===== src/rtl/foc_pwm_dt_nch.sv =====
// foc_pwm_dt_nch
//   Multi-channel complementary PWM generator. It has runtime dead time,
//   shadowed compare registers and a latched brake. All bridge legs share
//   one carrier counter. Compare and dead-time updates move from the shadow
//   registers to the active registers only at the carrier boundary.
//
// Ports
//   clk, rstn       : clock, asynchronous active-low reset
//   cnt, cnt_zero   : carrier count and one-cycle period-boundary strobe
//   comp1, comp2    : per-channel compare pairs, channel i at [i*PWM_WIDTH +: PWM_WIDTH]
//   dead_time       : requested dead time in clk cycles
//   load, load_ack  : shadow capture request / pulse on transfer to active
//   brake, brake_clr: fault input (active high) / clear of the latched fault
//   fault           : latched brake status
//   PWM_H, PWM_L    : high-side / low-side gate pins
module foc_pwm_dt_nch #(
  parameter int unsigned PWM_WIDTH         = 16,
  parameter int unsigned CH_NUM            = 3,
  parameter int unsigned DT_WIDTH          = 10,
  parameter int unsigned DEAT_TIME_RST     = 100,
  parameter logic        PWMH_ACTIVE_LEVEL = 1'b1,
  parameter logic        PWML_ACTIVE_LEVEL = 1'b1
) (
  input  logic                        clk,
  input  logic                        rstn,
  input  logic [PWM_WIDTH-1:0]        cnt,
  input  logic                        cnt_zero,
  input  logic [CH_NUM*PWM_WIDTH-1:0] comp1,
  input  logic [CH_NUM*PWM_WIDTH-1:0] comp2,
  input  logic [DT_WIDTH-1:0]         dead_time,
  input  logic                        load,
  output logic                        load_ack,
  input  logic                        brake,
  input  logic                        brake_clr,
  output logic                        fault,
  output logic [CH_NUM-1:0]           PWM_H,
  output logic [CH_NUM-1:0]           PWM_L
);

  localparam int unsigned CW = CH_NUM * PWM_WIDTH;

  typedef enum logic [1:0] {
    HOLD_L   = 2'd0,
    HOLD_H   = 2'd1,
    CHANGE_H = 2'd2,
    CHANGE_L = 2'd3
  } state_t;

  logic [CW-1:0]       sh_c1, sh_c2, c1_act, c2_act;
  logic [DT_WIDTH-1:0] sh_dt, dt_act;
  logic                pending;
  logic [CH_NUM-1:0]   req, h_reg, l_reg;
  state_t              state [CH_NUM];
  logic [DT_WIDTH-1:0] dcnt  [CH_NUM];

  // The dead-time gap is finished once dcnt has reached dt_act-1. The compare is
  // done one bit wider so that dt_act==0 does not underflow and a dt_act that
  // shrinks below dcnt ends the gap on the next cycle.
  function automatic logic dt_reached(input logic [DT_WIDTH-1:0] d,
                                      input logic [DT_WIDTH-1:0] dt);
    return ({1'b0, d} + (DT_WIDTH+1)'(1)) >= {1'b0, dt};
  endfunction

  // Shadow capture and the transfer to active at the carrier boundary.
  // A load in the cnt_zero cycle bypasses the shadow.
  always_ff @(posedge clk or negedge rstn) begin
    if (!rstn) begin
      sh_c1    <= '0;
      sh_c2    <= '0;
      sh_dt    <= '0;
      c1_act   <= '0;
      c2_act   <= '0;
      dt_act   <= DT_WIDTH'(DEAT_TIME_RST);
      pending  <= 1'b0;
      load_ack <= 1'b0;
    end else begin
      load_ack <= 1'b0;
      if (load) begin
        sh_c1 <= comp1;
        sh_c2 <= comp2;
        sh_dt <= dead_time;
      end
      if (cnt_zero && (load || pending)) begin
        c1_act   <= load ? comp1 : sh_c1;
        c2_act   <= load ? comp2 : sh_c2;
        dt_act   <= load ? dead_time : sh_dt;
        pending  <= 1'b0;
        load_ack <= 1'b1;
      end else if (load) begin
        pending <= 1'b1;
      end
    end
  end

  // Per-channel demand: 1 = high side, 0 = low side.
  always_comb begin
    req = '0;
    for (int i = 0; i < CH_NUM; i++) begin
      req[i] = (cnt <= c1_act[i*PWM_WIDTH +: PWM_WIDTH]) ^
               (cnt <= c2_act[i*PWM_WIDTH +: PWM_WIDTH]);
    end
  end

  // Latched brake. A clear is ignored while brake is still asserted.
  always_ff @(posedge clk or negedge rstn) begin
    if (!rstn)          fault <= 1'b0;
    else if (brake)     fault <= 1'b1;
    else if (brake_clr) fault <= 1'b0;
  end

  // Dead-time FSM per leg. A brake or a fault parks the leg in CHANGE_L so
  // that the low side returns only after a full dead time.
  always_ff @(posedge clk or negedge rstn) begin
    if (!rstn) begin
      h_reg <= '0;
      l_reg <= '0;
      for (int i = 0; i < CH_NUM; i++) begin
        state[i] <= CHANGE_L;
        dcnt[i]  <= '0;
      end
    end else begin
      for (int i = 0; i < CH_NUM; i++) begin
        if (fault || brake) begin
          state[i] <= CHANGE_L;
          dcnt[i]  <= '0;
          h_reg[i] <= 1'b0;
          l_reg[i] <= 1'b0;
        end else begin
          unique case (state[i])
            HOLD_L: if (req[i]) begin
              l_reg[i] <= 1'b0;
              if (dt_act == '0) begin
                state[i] <= HOLD_H;
                h_reg[i] <= 1'b1;
              end else begin
                state[i] <= CHANGE_H;
                dcnt[i]  <= '0;
              end
            end
            HOLD_H: if (!req[i]) begin
              h_reg[i] <= 1'b0;
              if (dt_act == '0) begin
                state[i] <= HOLD_L;
                l_reg[i] <= 1'b1;
              end else begin
                state[i] <= CHANGE_L;
                dcnt[i]  <= '0;
              end
            end
            CHANGE_H: begin
              if (!req[i]) begin
                state[i] <= HOLD_L;
                l_reg[i] <= 1'b1;
              end else if (dt_reached(dcnt[i], dt_act)) begin
                state[i] <= HOLD_H;
                h_reg[i] <= 1'b1;
              end else begin
                dcnt[i] <= dcnt[i] + DT_WIDTH'(1);
              end
            end
            CHANGE_L: begin
              if (req[i]) begin
                state[i] <= HOLD_H;
                h_reg[i] <= 1'b1;
              end else if (dt_reached(dcnt[i], dt_act)) begin
                state[i] <= HOLD_L;
                l_reg[i] <= 1'b1;
              end else begin
                dcnt[i] <= dcnt[i] + DT_WIDTH'(1);
              end
            end
            default: begin
              state[i] <= CHANGE_L;
              dcnt[i]  <= '0;
              h_reg[i] <= 1'b0;
              l_reg[i] <= 1'b0;
            end
          endcase
        end
      end
    end
  end

  // Pin drive. The brake masks the pins combinationally so that the fault
  // acts in the same cycle.
  always_comb begin
    PWM_H = '0;
    PWM_L = '0;
    for (int i = 0; i < CH_NUM; i++) begin
      PWM_H[i] = (h_reg[i] && !brake && !fault) ? PWMH_ACTIVE_LEVEL : ~PWMH_ACTIVE_LEVEL;
      PWM_L[i] = (l_reg[i] && !brake && !fault) ? PWML_ACTIVE_LEVEL : ~PWML_ACTIVE_LEVEL;
    end
  end

endmodule


===== config.mk =====
export PLATFORM = sky130hd
export DESIGN_NAME = foc_pwm_dt_nch
export DESIGN_NICKNAME = d
export VERILOG_FILES = /design/src/rtl/foc_pwm_dt_nch.sv
export SDC_FILE = /design/constraint.sdc
export NUM_CORES = 1
export LEC_CHECK = 0
export ABC_AREA = 1
export CAP_MARGIN = 15
export CELL_PAD_IN_SITES_DETAIL_PLACEMENT = 0
export CELL_PAD_IN_SITES_GLOBAL_PLACEMENT = 1
export CORE_MARGIN = 1
export CORE_UTILIZATION = 38
export CTS_CLUSTER_SIZE = 14
export DETAILED_ROUTE_END_ITERATION = 7
export PLACE_DENSITY_LB_ADDON = 0.12
export SLEW_MARGIN = 20
export SYNTH_ARGS = -nofsm -noshare
export SYNTH_HDL_FRONTEND = slang
export SYNTH_SLANG_ARGS = --single-unit

===== constraint.sdc =====
create_clock -name clk -period 6.9 [get_ports clk]
set_clock_uncertainty 0.05 [all_clocks]
set_input_delay 1.38 -clock clk [delete_from_list [all_inputs] [get_ports clk]]
set_output_delay 1.38 -clock clk [all_outputs]
set_load 0.03 [all_outputs]

==> results of run 1 <==
## Yosys cell counts, types with 4 or more instances
cell type	n
nand2_1	689
dfrtp_1	248
inv_1	202
ha_1	129
o21ai_0	119
nor2_1	93
a21oi_1	51
nand3_1	49
clkbuf_1	30
nand4_1	26
xor2_1	17
buf_2	14
nand2_2	12
o21ai_2	10
dfstp_2	9
a21o_1	8
nor2_2	8
buf_1	7
a31oi_1	6
nand3b_1	6
buf_6	5
o21ai_1	5
o21bai_1	5
nand3_2	4
o21a_1	4
## worst paths after layout
path | start | to | slack, ps | depth (start not counted)
worst max register to register | dcnt[0] | dcnt[2] | 3370 | 18
max in group asynchronous | rstn | dcnt[29] | 4700 | 2
worst min-delay path | sh_dt[7] | sh_dt[7] | 420 | 2
worst min register to register | sh_dt[7] | sh_dt[7] | 420 | 2
min in group asynchronous | rstn | sh_c2[24] | 820 | 1
worst max-delay path | brake | PWM_L[2] | 2140 | 5
## routing by layer
metal,wire (µm),vias to the layer above,global-route usage (%)
li1,-,5856,-
met1,18500,5217,28.9
met2,15700,192,30.6
met3,1440,32,2.31
met4,443,0,3.47
met5,0,-,0
## logic make-up (layout without fill, tap and decap cells)
| family | after synthesis | count (layout) | share of synthesized area (%) |
|---|---|---|---|
| compound gates | 216 | 216 | 8.47 |
| xor+xnor | 20 | 20 | 1.24 |
| fa+ha+maj | 129 | 129 | 11.4 |
| buf+inv | 265 | 401 | 7.50 |
| flops | 257 | 257 | 45.6 |
| simple gates | 898 | 898 | 25.8 |
## power breakdown
part | switching (mW) | internal, mW
Sequential | 0.0793 | 1.69
Combinational | 0.602 | 0.344
Clock | 0.667 | 1.02
## worst max-delay path, cell delays in order
cell	delay [ps]
clkdlybuf4s50_1	460
nor2_4	400
inv_2	230
nor2_1	150
clkdlybuf4s50_1	690
## final cells by class
cell class / instances / area, µm² / share of cell area (%)
tap: 468 / 586 / 3.46
clock buffer: 39 / 845 / 4.99
clock inverter: 17 / 225 / 1.33
timing repair buffer: 139 / 1410 / 8.34
inverter: 206 / 774 / 4.57
multi-input combinational: 1263 / 6650 / 39.3
sequential: 257 / 6440 / 38.1
## through the flow
step	total power [mW]	setup slack, ps	hold WS, ps
floorplan	2.43	3270	387
global placement	2.73	2150	401
detailed placement	2.75	2120	406
CTS	4.47	2100	420
global route	4.68	1990	429
finish	4.40	2140	419
==> impl_metrics.tcl, run 1 <==
set metrics [dict create \
    status "completed" \
    die-area_um2 38000 \
    ys_seq_elements 257 \
    root_buffer "clkbuf_16" \
    avgSynthCellArea_um2 7.92 \
    firstDrtPassIters 5 \
    finalMaxSlewViolations 0 \
    synth_warnings 0 \
    placed_cells 2333 \
    n_fill_cell 3695 \
    antenna_cells 0 \
    htree_levels 1 \
    die_h_um 195 \
    rsz0062_at_grt "no" \
    final_area_um2 16900 \
    routed_wirelength_mm 36.0 \
    worst_setup_path_end_kind "primary output" \
    cts_tree "done" \
    dpl_cell_area_um2 15900 \
    wl_per_cell_um 15.1 \
    period_needed_ps 4760 \
    synth_ff_type "dfrtp_1" \
    setup_viol 0 \
    stdcell_count 2389 \
    path_max_fanout 17 \
    post_cts_resized 0 \
    vias 11297 \
    tightest_slew_ps 973 \
    drc_errors 0 \
    criticalPathCategory "primary input to primary output" \
    clk_pin_slew_ps 60 \
    drive_above_1_share_pct 5.99 \
    via_per_inst 4.73 \
    final_common_cell "nand2_1" \
    power_density_nw_per_um2 260 \
    clock_latency_ps 570 \
    grt.total_usage_pct 19.5 \
    hold_class "flop to flop" \
    worstSetupStartpointType "primary input" \
    crit_required_ps 5470 \
    finalSetupTns_ps 0 \
    ioPinCount 136 \
    die_w_um 195 \
    fmax_mhz 210 \
    cts_setup_buffers 0 \
    cts-hold-fix-buffers 0 \
    cp.arrival_ps 3330 \
    flow.area_growth_from_synthesis_pct 19.7 \
    final_nets 2154 \
    async_flop_share_pct 100 \
    syn-instance-count 1785 \
    cap_violations 0 \
    grt_pass1_vias 11240 \
    netlist_area_um2 14100 \
    grt_max_degree 214 \
    ant_nets 0 \
    clock_sinks 257 \
    grt_pass1_wl_mm 59.6 \
    core_area_um2 36600 \
    synth_area_leaders "dfrtp_1, nand2_1, ha_1, inv_1, o21ai_0" \
    mostFrequentLayoutCells "nand2_1, dfrtp_1, inv_1, clkdlybuf4s50_1, ha_1" \
    ys_seq_area_share_pct 45.6 \
    synth_edf_count 0 \
    peakVddDrop_mv 0.196 \
    num_rows 70 \
    synth.net_count 2042 \
    final_core_util_pct 46.2 \
    leakage_nw 8.72 \
    hpwlAfterDp_mm 25.4 \
    numCtsBuffers 30 \
    yosys.area.top_type_share_pct 43.9 \
    clock_path_buffers 3 \
    port_buffers 135 \
    maxSlewHeadroom_pct 35.1 \
    fin_crit_sh_pct 69.0 \
    yosysTopAreaCell "dfrtp_1" \
    start_util_pct 38.6 \
    antenna_found_initial 0 \
    yosys.cell_types.count 39 \
    overflow 0 \
    drt_first_iter_violations 598 \
    hold_violations 0 \
    gp_congestion 0.833 \
]
Note: power is estimated with default switching activity, not from simulation.
==> run 2: changes to the inputs <==
==> constraint.sdc (replaced) <==
create_clock -name clk -period 4.8 [get_ports clk]
set_clock_uncertainty 0.05 [all_clocks]
set_input_delay 0.96 -clock clk [delete_from_list [all_inputs] [get_ports clk]]
set_output_delay 0.96 -clock clk [all_outputs]
set_load 0.03 [all_outputs]
==> impl_metrics.tcl, run 2 (synthesis results as in run 1) <==
set metrics [dict create \
    mostFrequentLayoutCells "nand2_1, dfrtp_1, inv_1, clkdlybuf4s50_1, ha_1" \
    num_rows 70 \
    holdWs_ps 387 \
    drt_first_iter_violations 781 \
    fin_crit_sh_pct 74.1 \
    finalMaxSlewViolations 0 \
    clock_path_buffers 3 \
    status "completed" \
    power_density_nw_per_um2 367 \
    path_buf_inv 2 \
    numCtsBuffers 30 \
    clock_sinks 257 \
    clk_pin_slew_ps 60 \
    post_cts_resized 0 \
    cp_common_cell "nand2_1" \
    n_fill_cell 3691 \
    cts_tree "done" \
    firstDrtPassIters 5 \
    rsz0062_at_grt "no" \
    layout.area.seq_um2 6440 \
    hold_class "primary input to async pin" \
    slowest_delay_ps 700 \
    routed_wirelength_mm 37.5 \
    hold_violations 0 \
    grt_pass1_vias 11388 \
    antenna_cells 0 \
    fmax_mhz 281 \
    cp.arrival_ps 3930 \
    ant_nets 0 \
    criticalPathCategory "primary input to flop" \
    die-area_um2 38000 \
    final_common_cell "nand2_1" \
    vias 11377 \
    hpwlAfterDp_mm 27.1 \
    leakage_nw 8.74 \
    die_h_um 195 \
    peakVddDrop_mv 0.287 \
    worst_setup_path_end_kind "flop" \
    finalSetupTns_ps 0 \
    die_w_um 195 \
    crit_chain "clkdlybuf4s50_1, ha_1, nand2_1, nor2_1, nand2_1, inv_1, nand2_1, a21oi_1, nand2_2, nand4_1, nand3_2, nand2_1, o21ai_2" \
    multi_input_area_um2 6650 \
    via_per_inst 4.75 \
    final_nets 2160 \
    drc_errors 0 \
    wl_per_cell_um 15.7 \
    maxSlewHeadroom_pct 43.7 \
    grt.total_usage_pct 20.3 \
    period_needed_ps 3560 \
    htree_levels 1 \
    cts-hold-fix-buffers 0 \
    clock_latency_ps 570 \
    cts_setup_buffers 0 \
    grt_max_degree 130 \
    worstSetupStartpointType "primary input" \
    regToRegSetupSlack_ps 1280 \
    ioPinCount 136 \
    gp_congestion 0.848 \
    cap_violations 0 \
    start_util_pct 38.6 \
    tightest_slew_ps 845 \
    setup_viol 0 \
    path_max_fanout 21 \
    root_buffer "clkbuf_16" \
    port_buffers 135 \
    final_core_util_pct 46.2 \
    flow.area_growth_from_synthesis_pct 19.7 \
    grt_pass1_wl_mm 61.5 \
    core_area_um2 36600 \
    crit_required_ps 5180 \
    critPathSlowestCell "clkdlybuf4s50_1" \
    drive_above_1_share_pct 6.18 \
    overflow 0 \
    path_delay_family "simple AND/OR/NAND/NOR gates" \
    antenna_found_initial 0 \
]
run 2: routing by layer:
| layer | track usage [%] | part of all wire (%) |
|---|---|---|
| met5 | 0 | 0 |
| met4 | 4.00 | 1.6 |
| met3 | 2.67 | 4.3 |
| met2 | 32.0 | 44 |
| met1 | 29.8 | 50 |
run 2: layout make-up:
class	instances	share of cell area, %
multi-input combinational	1263	39.3
inverter	206	4.58
clock buffer	44	5.28
clock inverter	12	0.636
timing repair buffer	145	8.74
tap	468	3.46
sequential	257	38.1
run 2: final timing paths:
kind                          start         to  depth (start not counted)
max                         cnt[13]   dcnt[28]                         13
min                            rstn  sh_c2[24]                          1
max reg2reg                 dcnt[0]    dcnt[6]                         18
min reg2reg                sh_dt[3]   sh_dt[3]                          2
max in group asynchronous      rstn  dt_act[5]                          2
min in group clk           sh_dt[3]   sh_dt[3]                          2
run 2: where the power goes:
group | internal, mW | switching, mW
sequential | 2.43 | 0.118
clock | 1.34 | 0.941
combinational | 0.501 | 0.880
run 2: worst reg2reg max path, delay by kind of cell, from the launching register on:
| family | cells | cell delay [ps] |
|---|---|---|
| compound gates | 1 | 390 |
| xor+xnor | 1 | 250 |
| fa+ha+maj | 1 | 290 |
| buf+inv | 4 | 250 |
| flops | 1 | 430 |
| simple gates | 11 | 1780 |
run 2: stage by stage:
stage          worst slack [ps]  instance area [µm²]  power [mW]  std cells
6_report                   1240                16900        6.22       2395
5_1_grt                     818                16900        6.62       2395
4_1_cts                    1250                16900        6.30       2395
3_5_place_dp                729                15900        3.99       2339
3_3_place_gp                742                15900        3.96       2339
2_1_floorplan              2010                14100        3.49       1785
